<file path="config.mk">
export PLATFORM = sky130hd
export DESIGN_NAME = puf_challenge_sequencer
export DESIGN_NICKNAME = d
export VERILOG_FILES = /design/src/rtl/puf_challenge_sequencer.sv
export SDC_FILE = /design/constraint.sdc
export NUM_CORES = 1
export LEC_CHECK = 0
export ABC_AREA = 0
export CAP_MARGIN = 20
export CORE_MARGIN = 4
export CORE_UTILIZATION = 40
export CTS_CLUSTER_SIZE = 24
export DETAILED_ROUTE_END_ITERATION = 10
export HOLD_SLACK_MARGIN = 0.15
export MAX_ROUTING_LAYER = met4
export PLACE_DENSITY_LB_ADDON = 0.05
export SLEW_MARGIN = 5
export SYNTH_ARGS = -nofsm -noshare
export SYNTH_HDL_FRONTEND = slang
export SYNTH_SLANG_ARGS = --single-unit
</file>
<file path="constraint.sdc">
create_clock -name iclk -period 3.4 [get_ports iclk]
set_input_delay 0.51 -clock iclk [delete_from_list [all_inputs] [get_ports iclk]]
set_output_delay 0.51 -clock iclk [all_outputs]
set_load 0.005 [all_outputs]
</file>
<file path="src/rtl/puf_challenge_sequencer.sv">
// Arbiter-PUF challenge sequencer. It walks RESP_BITS challenges starting at a
// latched base. For each challenge it runs VOTES settle/fire/sample trials and
// takes a majority vote of the synchronized arbiter output. The assembled word
// is then offered on a valid/ready handshake.
module puf_challenge_sequencer #(
    parameter int CHAL_W     = 3,
    parameter int RESP_BITS  = 8,
    parameter int VOTES      = 3,
    parameter int SETTLE_CYC = 4,
    parameter int PULSE_CYC  = 2
) (
    input  logic                 iclk,
    input  logic                 irst_n,
    input  logic                 istart,
    input  logic                 iabort,
    input  logic [CHAL_W-1:0]    ibase_challenge,
    input  logic                 iarb_resp,
    output logic [CHAL_W-1:0]    ochallange,
    output logic                 opulse,
    output logic [RESP_BITS-1:0] oresp,
    output logic                 oresp_valid,
    input  logic                 iresp_ready,
    output logic                 obusy
);

    localparam int SAMPLE_CYC = 3;
    localparam int CNT_MAX = (SETTLE_CYC > PULSE_CYC) ?
                             ((SETTLE_CYC > SAMPLE_CYC) ? SETTLE_CYC : SAMPLE_CYC) :
                             ((PULSE_CYC > SAMPLE_CYC) ? PULSE_CYC : SAMPLE_CYC);
    localparam int CW = $clog2(CNT_MAX);
    localparam int KW = (RESP_BITS > 1) ? $clog2(RESP_BITS) : 1;
    localparam int TW = (VOTES > 1) ? $clog2(VOTES) : 1;
    localparam int VW = $clog2(VOTES + 1);

    typedef enum logic [2:0] {IDLE, SETTLE, FIRE, SAMPLE, DONE} state_t;

    state_t        state, next_state;
    logic [CW-1:0] cnt;
    logic [KW-1:0] k;
    logic [TW-1:0] t;
    logic [VW-1:0] v;
    logic [VW-1:0] vsum;
    logic          sync1, sync2;
    logic          accept, trial_end, last_trial, last_bit;

    assign accept     = (state == IDLE) && istart && !iabort;
    assign trial_end  = (state == SAMPLE) && (cnt == CW'(SAMPLE_CYC - 1));
    assign last_trial = (t == TW'(VOTES - 1));
    assign last_bit   = (k == KW'(RESP_BITS - 1));
    assign vsum       = v + VW'(sync2);
    assign obusy      = (state != IDLE);

    // State register
    always_ff @(posedge iclk or negedge irst_n) begin
        if (!irst_n) state <= IDLE;
        else         state <= next_state;
    end

    // Next-state logic; abort overrides every active state
    always_comb begin
        next_state = state;
        case (state)
            IDLE:   if (accept) next_state = SETTLE;
            SETTLE: if (cnt == CW'(SETTLE_CYC - 1)) next_state = FIRE;
            FIRE:   if (cnt == CW'(PULSE_CYC - 1)) next_state = SAMPLE;
            SAMPLE: if (trial_end) next_state = (last_trial && last_bit) ? DONE : SETTLE;
            DONE:   if (oresp_valid && iresp_ready) next_state = IDLE;
            default: next_state = IDLE;
        endcase
        if (state != IDLE && iabort) next_state = IDLE;
    end

    // Two-flop synchronizer for the asynchronous arbiter output
    always_ff @(posedge iclk or negedge irst_n) begin
        if (!irst_n) begin
            sync1 <= 1'b0;
            sync2 <= 1'b0;
        end else begin
            sync1 <= iarb_resp;
            sync2 <= sync1;
        end
    end

    // Registered outputs: pulse is high exactly in FIRE; valid rises one
    // cycle after entering DONE and drops on handshake or abort
    always_ff @(posedge iclk or negedge irst_n) begin
        if (!irst_n) begin
            opulse      <= 1'b0;
            oresp_valid <= 1'b0;
        end else begin
            opulse      <= (next_state == FIRE);
            oresp_valid <= (state == DONE) && (next_state == DONE);
        end
    end

    // Phase counter, trial/vote/bit counters, challenge and response word
    always_ff @(posedge iclk or negedge irst_n) begin
        if (!irst_n) begin
            cnt        <= '0;
            k          <= '0;
            t          <= '0;
            v          <= '0;
            ochallange <= '0;
            oresp      <= '0;
        end else begin
            if (next_state != state || state == IDLE || state == DONE) cnt <= '0;
            else                                                      cnt <= cnt + 1'b1;

            if (accept) begin
                ochallange <= ibase_challenge;
                oresp      <= '0;
                k          <= '0;
                t          <= '0;
                v          <= '0;
            end else if (state != IDLE && iabort) begin
                k <= '0;
                t <= '0;
                v <= '0;
            end else if (trial_end) begin
                if (last_trial) begin
                    oresp[k] <= (vsum > VW'(VOTES / 2));
                    t        <= '0;
                    v        <= '0;
                    if (!last_bit) begin
                        k          <= k + 1'b1;
                        ochallange <= ochallange + 1'b1;
                    end
                end else begin
                    t <= t + 1'b1;
                    v <= vsum;
                end
            end
        end
    end

endmodule

</file>
==> impl_metrics.csv, run 1 <==
group,metric,value,unit
logic_synthesis,syn_nets,157,
worst_setup_path,worstPathCellList,"or3_1, clkdlybuf4s50_1",
detailed_routing,num_vias,1226,
grt,grt_pass1_vias,1142,
logic_synthesis,ys_seq_area_share,44.6,%
power_and_ir_drop,power_density,512,mW/mm^2
worst_setup_path,startpoint_type,"flip-flop",
grt,grt-ovfl-total,0,
worst_setup_path,path_delay_family,"simple AND/OR/NAND/NOR gates",
timing,worst_slack,0.978,ns
worst_setup_path,cpPeakStageDelay,0.58,ns
die,start_util,41.4,%
detailed_routing,drc,0,
logic_synthesis,yosys_register_bits,27,
timing,fmax,413,MHz
finish,mostFrequentLayoutCells,"dfrtp_1, clkdlybuf4s50_1, a211oi_1",
clock_network,worstSkewPairLatency,0.28,ns
power_and_ir_drop,p_leak,0.751,nW
die,die_w,69.5,um
placed_design,port-buffer-count,22,
grt,grt_pass1_wl,5.55,mm
worst_setup_path,worstPathArrival,1.91,ns
detailed_routing,vias_per_cell,5.81,
worst_hold_path,hold_class,"reg2reg",
timing,tns,0,ns
clock_network,clk_pin_slew,0.10,ns
logic_synthesis,ys_warn_count,0,
timing,max-slew-margin-rel,56.9,%
logic_synthesis,synth_edf_count,0,
outcome,outcome,"complete, no violations",
logic_synthesis,syn_avg_cell_area,10.7,um^2
detailed_routing,routedWlPerCell,15.9,um
finish,drive_gt1_share,8.59,%
logic_synthesis,yosysUniqueCellTypes,47,
worst_setup_path,crit_required,2.89,ns
clock_network,numCtsBuffers,3,
logic_synthesis,synth_top_area_share,44.6,%
clock_network,ctsResizeCount,0,
clock_network,cts_htree_levels,1,
clock_network,clock_sinks,27,
finish,insertedDiodeCount,0,
clock_network,cts_buffer_depth,2,
worst_setup_path,cp_max_fo,15,
die,num_rows,22,
grt,grt_max_degree,28,
clock_network,root_buffer,"clkbuf_8",
logic_synthesis,synth_ff_type,"dfrtp_1",
timing,finalHoldViolations,0,
detailed_routing,finalWirelength,3.35,mm
timing,rsz0062_at_grt,"no",
finish,final_common_cell,"dfrtp_1",
worst_setup_path,cp_num_buf_inv,1,
finish,fin_nets,180,
placed_design,gp_congestion,0.809,
timing,slew_viol_final,0,
power_and_ir_drop,ir_drop,0.215,mV
timing,fin_crit,2.42,ns
logic_synthesis,synth_area_leaders,"dfrtp_1, ha_1, a211oi_1",
worst_setup_path,slowest_stage,"or3_1",
die,die_y,69.5,um
detailed_routing,dr.pass1.iters,4,
detailed_routing,ant_nets,0,
placed_design,dp_hpwl,2.48,mm
logic_synthesis,synthCells,141,
worst_setup_path,crit_type,"reg2out",
timing,final.setup_skew,0.00915,ns
worst_setup_path,end_kind,"primary output",
clock_network,cts_tree,"built",
logic_synthesis,async_reset_ff_share,100,%
job,cap_violations,0,
timing,setup-violations-final,0,
clock_network,cts_setup_buffers,0,
grt,antenna_found_initial,0,
die,die_area,0.00483,mm^2
die,num_io_pins,23,
logic_synthesis,synth_top_cell_by_area,"dfrtp_1",
timing,min_period_over_period,71.2,%
die,coreArea,0.00366,mm^2
logic_synthesis,synth_area,0.00151,mm^2
clock_network,cts_hold_buf,0,
timing,worst_slew_pin_slew,0.645,ns
grt,grt_usage,14.4,%
finish,nFillCells,343,
placed_design,dp_slack,0.933,ns
detailed_routing,drt_iter0_markers,97,
finish,area_growth_syn_to_layout,20.0,%
==> final cells by class <==
class                      count  area (um^2)  area share, %
multi-input combinational    103          782           43.0
sequential                    27          676           37.2
timing repair buffer          23          228           12.5
tap                           48         60.1           3.31
clock buffer                   3         41.3           2.27
inverter                       6         22.5           1.24
clock inverter                 1         7.51          0.413
==> Yosys cell counts, types with 3 or more instances <==
library cell	count
a41oi_1	7
inv_1	6
a211oi_1	11
ha_1	7
nand2b_1	4
nor2b_1	7
nand2_1	6
nor2_1	8
mux2_2	3
dfrtp_1	27
buf_2	3
a21oi_1	5
==> metrics by stage <==
step | instances | utilization [%] | hold WS [ns] | power [W] | cell area, um^2
2_1_floorplan | 141 | - | 0.214 | 0.000644 | 1510
3_3_place_gp | 207 | 48.3 | 0.342 | 0.000737 | 1770
3_5_place_dp | 207 | 48.3 | 0.346 | 0.000748 | 1770
4_1_cts | 211 | 49.6 | 0.368 | 0.000937 | 1820
5_1_grt | 211 | 49.6 | 0.374 | 0.000992 | 1820
6_report | 211 | 49.6 | 0.364 | 0.000930 | 1820
==> worst reg2reg max path: stages, from the launching register on <==
cell     delay, ns
dfrtp_1       0.55
or3_1         0.58
nor2_4        0.37
mux2_2        0.38
mux2_1        0.27
==> routing by layer <==
layer,GRT usage (%),part of all wire [%]
met1,19.0,46
met2,23.2,49
met3,1.88,3.3
met4,4.56,1.2
met5,-,0
==> report_power, final <==
| part | internal, W | switching (W) |
|---|---|---|
| sequential | 0.000364 | 0.0000524 |
| combinational | 0.000168 | 0.000156 |
| clock | 0.0000833 | 0.000106 |
| total | 0.000615 | 0.000315 |
==> flip-flops by register name (all words and copies together) (netlist names) <==
name,flops
state,3
v,2
opulse,1
ochallange,3
cnt,2
oresp,8
t,2
sync1,1
sync2,1
k,3
oresp_valid,1
==> kinds of logic (layout without fill, tap and decap cells) <==
| kind of cell | Yosys count | count (layout) | share of synthesized area [%] |
|---|---|---|---|
| multiplexers | 6 | 6 | 5.12 |
| AND/OR/NAND/NOR | 50 | 50 | 19.9 |
| AO/OA/AOI/OAI | 40 | 40 | 20.8 |
| buffers and inverters | 11 | 33 | 3.72 |
| flip-flops | 27 | 27 | 44.6 |
| adder cells (fa/ha/maj) | 7 | 7 | 5.78 |
==> worst paths after layout <==
check | startpoint | to | slack [ns] | cells past startpoint
max | state[1]$_DFF_PN0_ | obusy | 0.98 | 2
min | sync1$_DFF_PN0_ | sync2$_DFF_PN0_ | 0.36 | 0
max reg2reg | state[1]$_DFF_PN0_ | ochallange[1]$_DFFE_PN0P_ | 1.14 | 4
min reg2reg | sync1$_DFF_PN0_ | sync2$_DFF_PN0_ | 0.36 | 0
max in group asynchronous | irst_n | oresp[0]$_DFFE_PN0P_ | 2.53 | 2
min in group asynchronous | irst_n | oresp[2]$_DFFE_PN0P_ | 0.61 | 2
No activity file was read; power rests on OpenSTA's default activity.
==> run 2, diff against run 1 <==
==> constraint.sdc (replaced) <==
create_clock -name iclk -period 2.5 [get_ports iclk]
set_input_delay 0.375 -clock iclk [delete_from_list [all_inputs] [get_ports iclk]]
set_output_delay 0.375 -clock iclk [all_outputs]
set_load 0.005 [all_outputs]
==> run 2 against run 1 <==
  * Worst setup slack got worse by 0.55 ns
  * Combinational power increased by 47%
  * Routed wire length is 2.4% lower
  * Non-clock buffer count is 5 higher
  * Sequential cell count did not move
  * Hold slack worse by 0.0031 ns
  * Clock skew fell by 0.0038 ns
  * Clock power increased by 31%
  * Critical path type unchanged
  * Power up 36%
  * Utilization up 0.92 points
  * Critical endpoint unchanged
==> impl_metrics.csv, run 2 (synthesis results as in run 1) <==
group,metric,value,unit
outcome,outcome,"complete, no violations",
die,die_w,69.5,um
die,start_util,41.4,%
detailed_routing,vias_per_cell,5.69,
die,die_y,69.5,um
detailed_routing,finalWirelength,3.28,mm
finish,nFillCells,344,
worst_hold_path,hold_class,"reg2reg",
worst_setup_path,startpoint_type,"flip-flop",
placed_design,placedCellCount,212,
grt,grt_pass1_wl,5.60,mm
finish,final_common_cell,"dfrtp_1",
die,num_rows,22,
worst_setup_path,worstPathArrival,1.70,ns
job,cap_violations,0,
timing,rsz0062_at_grt,"no",
finish,final_cell_count_no_fill,216,
grt,grt_usage,14.7,%
detailed_routing,ant_nets,0,
detailed_routing,routedWlPerCell,15.2,um
clock_network,cts_hold_buf,0,
finish,largest_reg_flops,8,
grt,grt_pass1_vias,1230,
finish,drive_gt1_share,10.7,%
placed_design,dp_hpwl,2.48,mm
grt,grt-ovfl-total,0,
timing,setup-violations-final,0,
timing,finalHoldViolations,0,
clock_network,clk_pin_slew,0.09,ns
grt,grt_max_degree,28,
timing,slew_viol_final,0,
detailed_routing,drc,0,
clock_network,clock_sinks,27,
detailed_routing,drt_iter0_markers,63,
timing,fmax,482,MHz
clock_network,numCtsBuffers,3,
placed_design,gp_congestion,0.813,
finish,fin_util,50.5,%
worst_setup_path,crit_required,2.12,ns
timing,final.setup_skew,0.00531,ns
timing,tns,0,ns
detailed_routing,dr.pass1.iters,4,
detailed_routing,num_vias,1229,
clock_network,cts_tree,"built",
clock_network,cts_buffer_depth,2,
power_and_ir_drop,ir_drop,0.338,mV
timing,fin_crit,2.07,ns
placed_design,port-buffer-count,22,
finish,fin_nets,185,
clock_network,cts_htree_levels,1,
clock_network,cts_setup_buffers,0,
power_and_ir_drop,power_density,684,mW/mm^2
worst_setup_path,end_kind,"primary output",
die,die_area,0.00483,mm^2
finish,mostFrequentLayoutCells,"dfrtp_1, clkdlybuf4s50_1, a211oi_1",
finish,insertedDiodeCount,0,
clock_network,worstSkewPairLatency,0.27,ns
timing,worst_slew_pin_slew,0.360,ns
die,coreArea,0.00366,mm^2
finish,top_register,"oresp",
clock_network,root_buffer,"clkbuf_8",
worst_setup_path,crit_type,"reg2out",
timing,min_period_over_period,82.9,%
timing,max-slew-margin-rel,76.0,%
worst_setup_path,cp_max_fo,4,
die,num_io_pins,23,
finish,area_growth_syn_to_layout,22.2,%
power_and_ir_drop,p_leak,0.778,nW
clock_network,ctsResizeCount,0,
grt,antenna_found_initial,0,
run 2: cell types whose count changed in the layout (fill, tap and decap cells not counted):
cell and delta:
clkbuf_1 +1, clkinvlp_4 -1, buf_4 +5
run 2: worst max-delay path, stage by stage, from the launching register on:
cell	delay [ns]
dfrtp_1	0.38
or3_1	0.53
clkdlybuf4s50_1	0.51
run 2: area by class of cell:
cell class	instances	area (um^2)	area share, %
clock buffer	4	45.0	2.43
inverter	6	22.5	1.22
multi-input combinational	103	782	42.3
sequential	27	676	36.5
tap	48	60.1	3.25
timing repair buffer	28	265	14.3
run 2: power breakdown:
part	internal [W]	total, W	switching (W)
sequential	0.000495	0.000540	0.0000448
combinational	0.000240	0.000477	0.000237
clock	0.000114	0.000249	0.000135
total	0.000849	0.00127	0.000416
run 2: layer usage:
metal,global-route usage [%],share of wire [%],vias up,wire (um)
li1,-,-,596,-
met1,17.9,46,596,1500
met2,23.8,48,28,1580
met3,3.62,4.0,9,130
met4,4.77,2.0,0,65
met5,-,0,-,0
run 2: final timing paths:
kind                                    start                         to  depth (start not counted)  slack (ns)
max in group asynchronous              irst_n       oresp[7]$_DFFE_PN0P_                          2        1.77
min                           sync1$_DFF_PN0_            sync2$_DFF_PN0_                          0        0.36
max reg2reg                state[0]$_DFF_PN0_  ochallange[1]$_DFFE_PN0P_                          4        0.45
min reg2reg                   sync1$_DFF_PN0_            sync2$_DFF_PN0_                          0        0.36
max                        state[0]$_DFF_PN0_                      obusy                          2        0.43
min in group asynchronous              irst_n           t[1]$_DFFE_PN0P_                          2        0.47
run 2: per-stage QoR:
stage          setup slack (ns)  hold WS, ns  area [um^2]  power (W)
3_3_place_gp              0.321        0.343         1810    0.00102
3_5_place_dp              0.269        0.340         1810    0.00103
4_1_cts                   0.396        0.363         1850    0.00129
6_report                  0.426        0.360         1850    0.00127
2_1_floorplan             0.712       0.0794         1510   0.000875
5_1_grt                   0.346        0.364         1850    0.00136
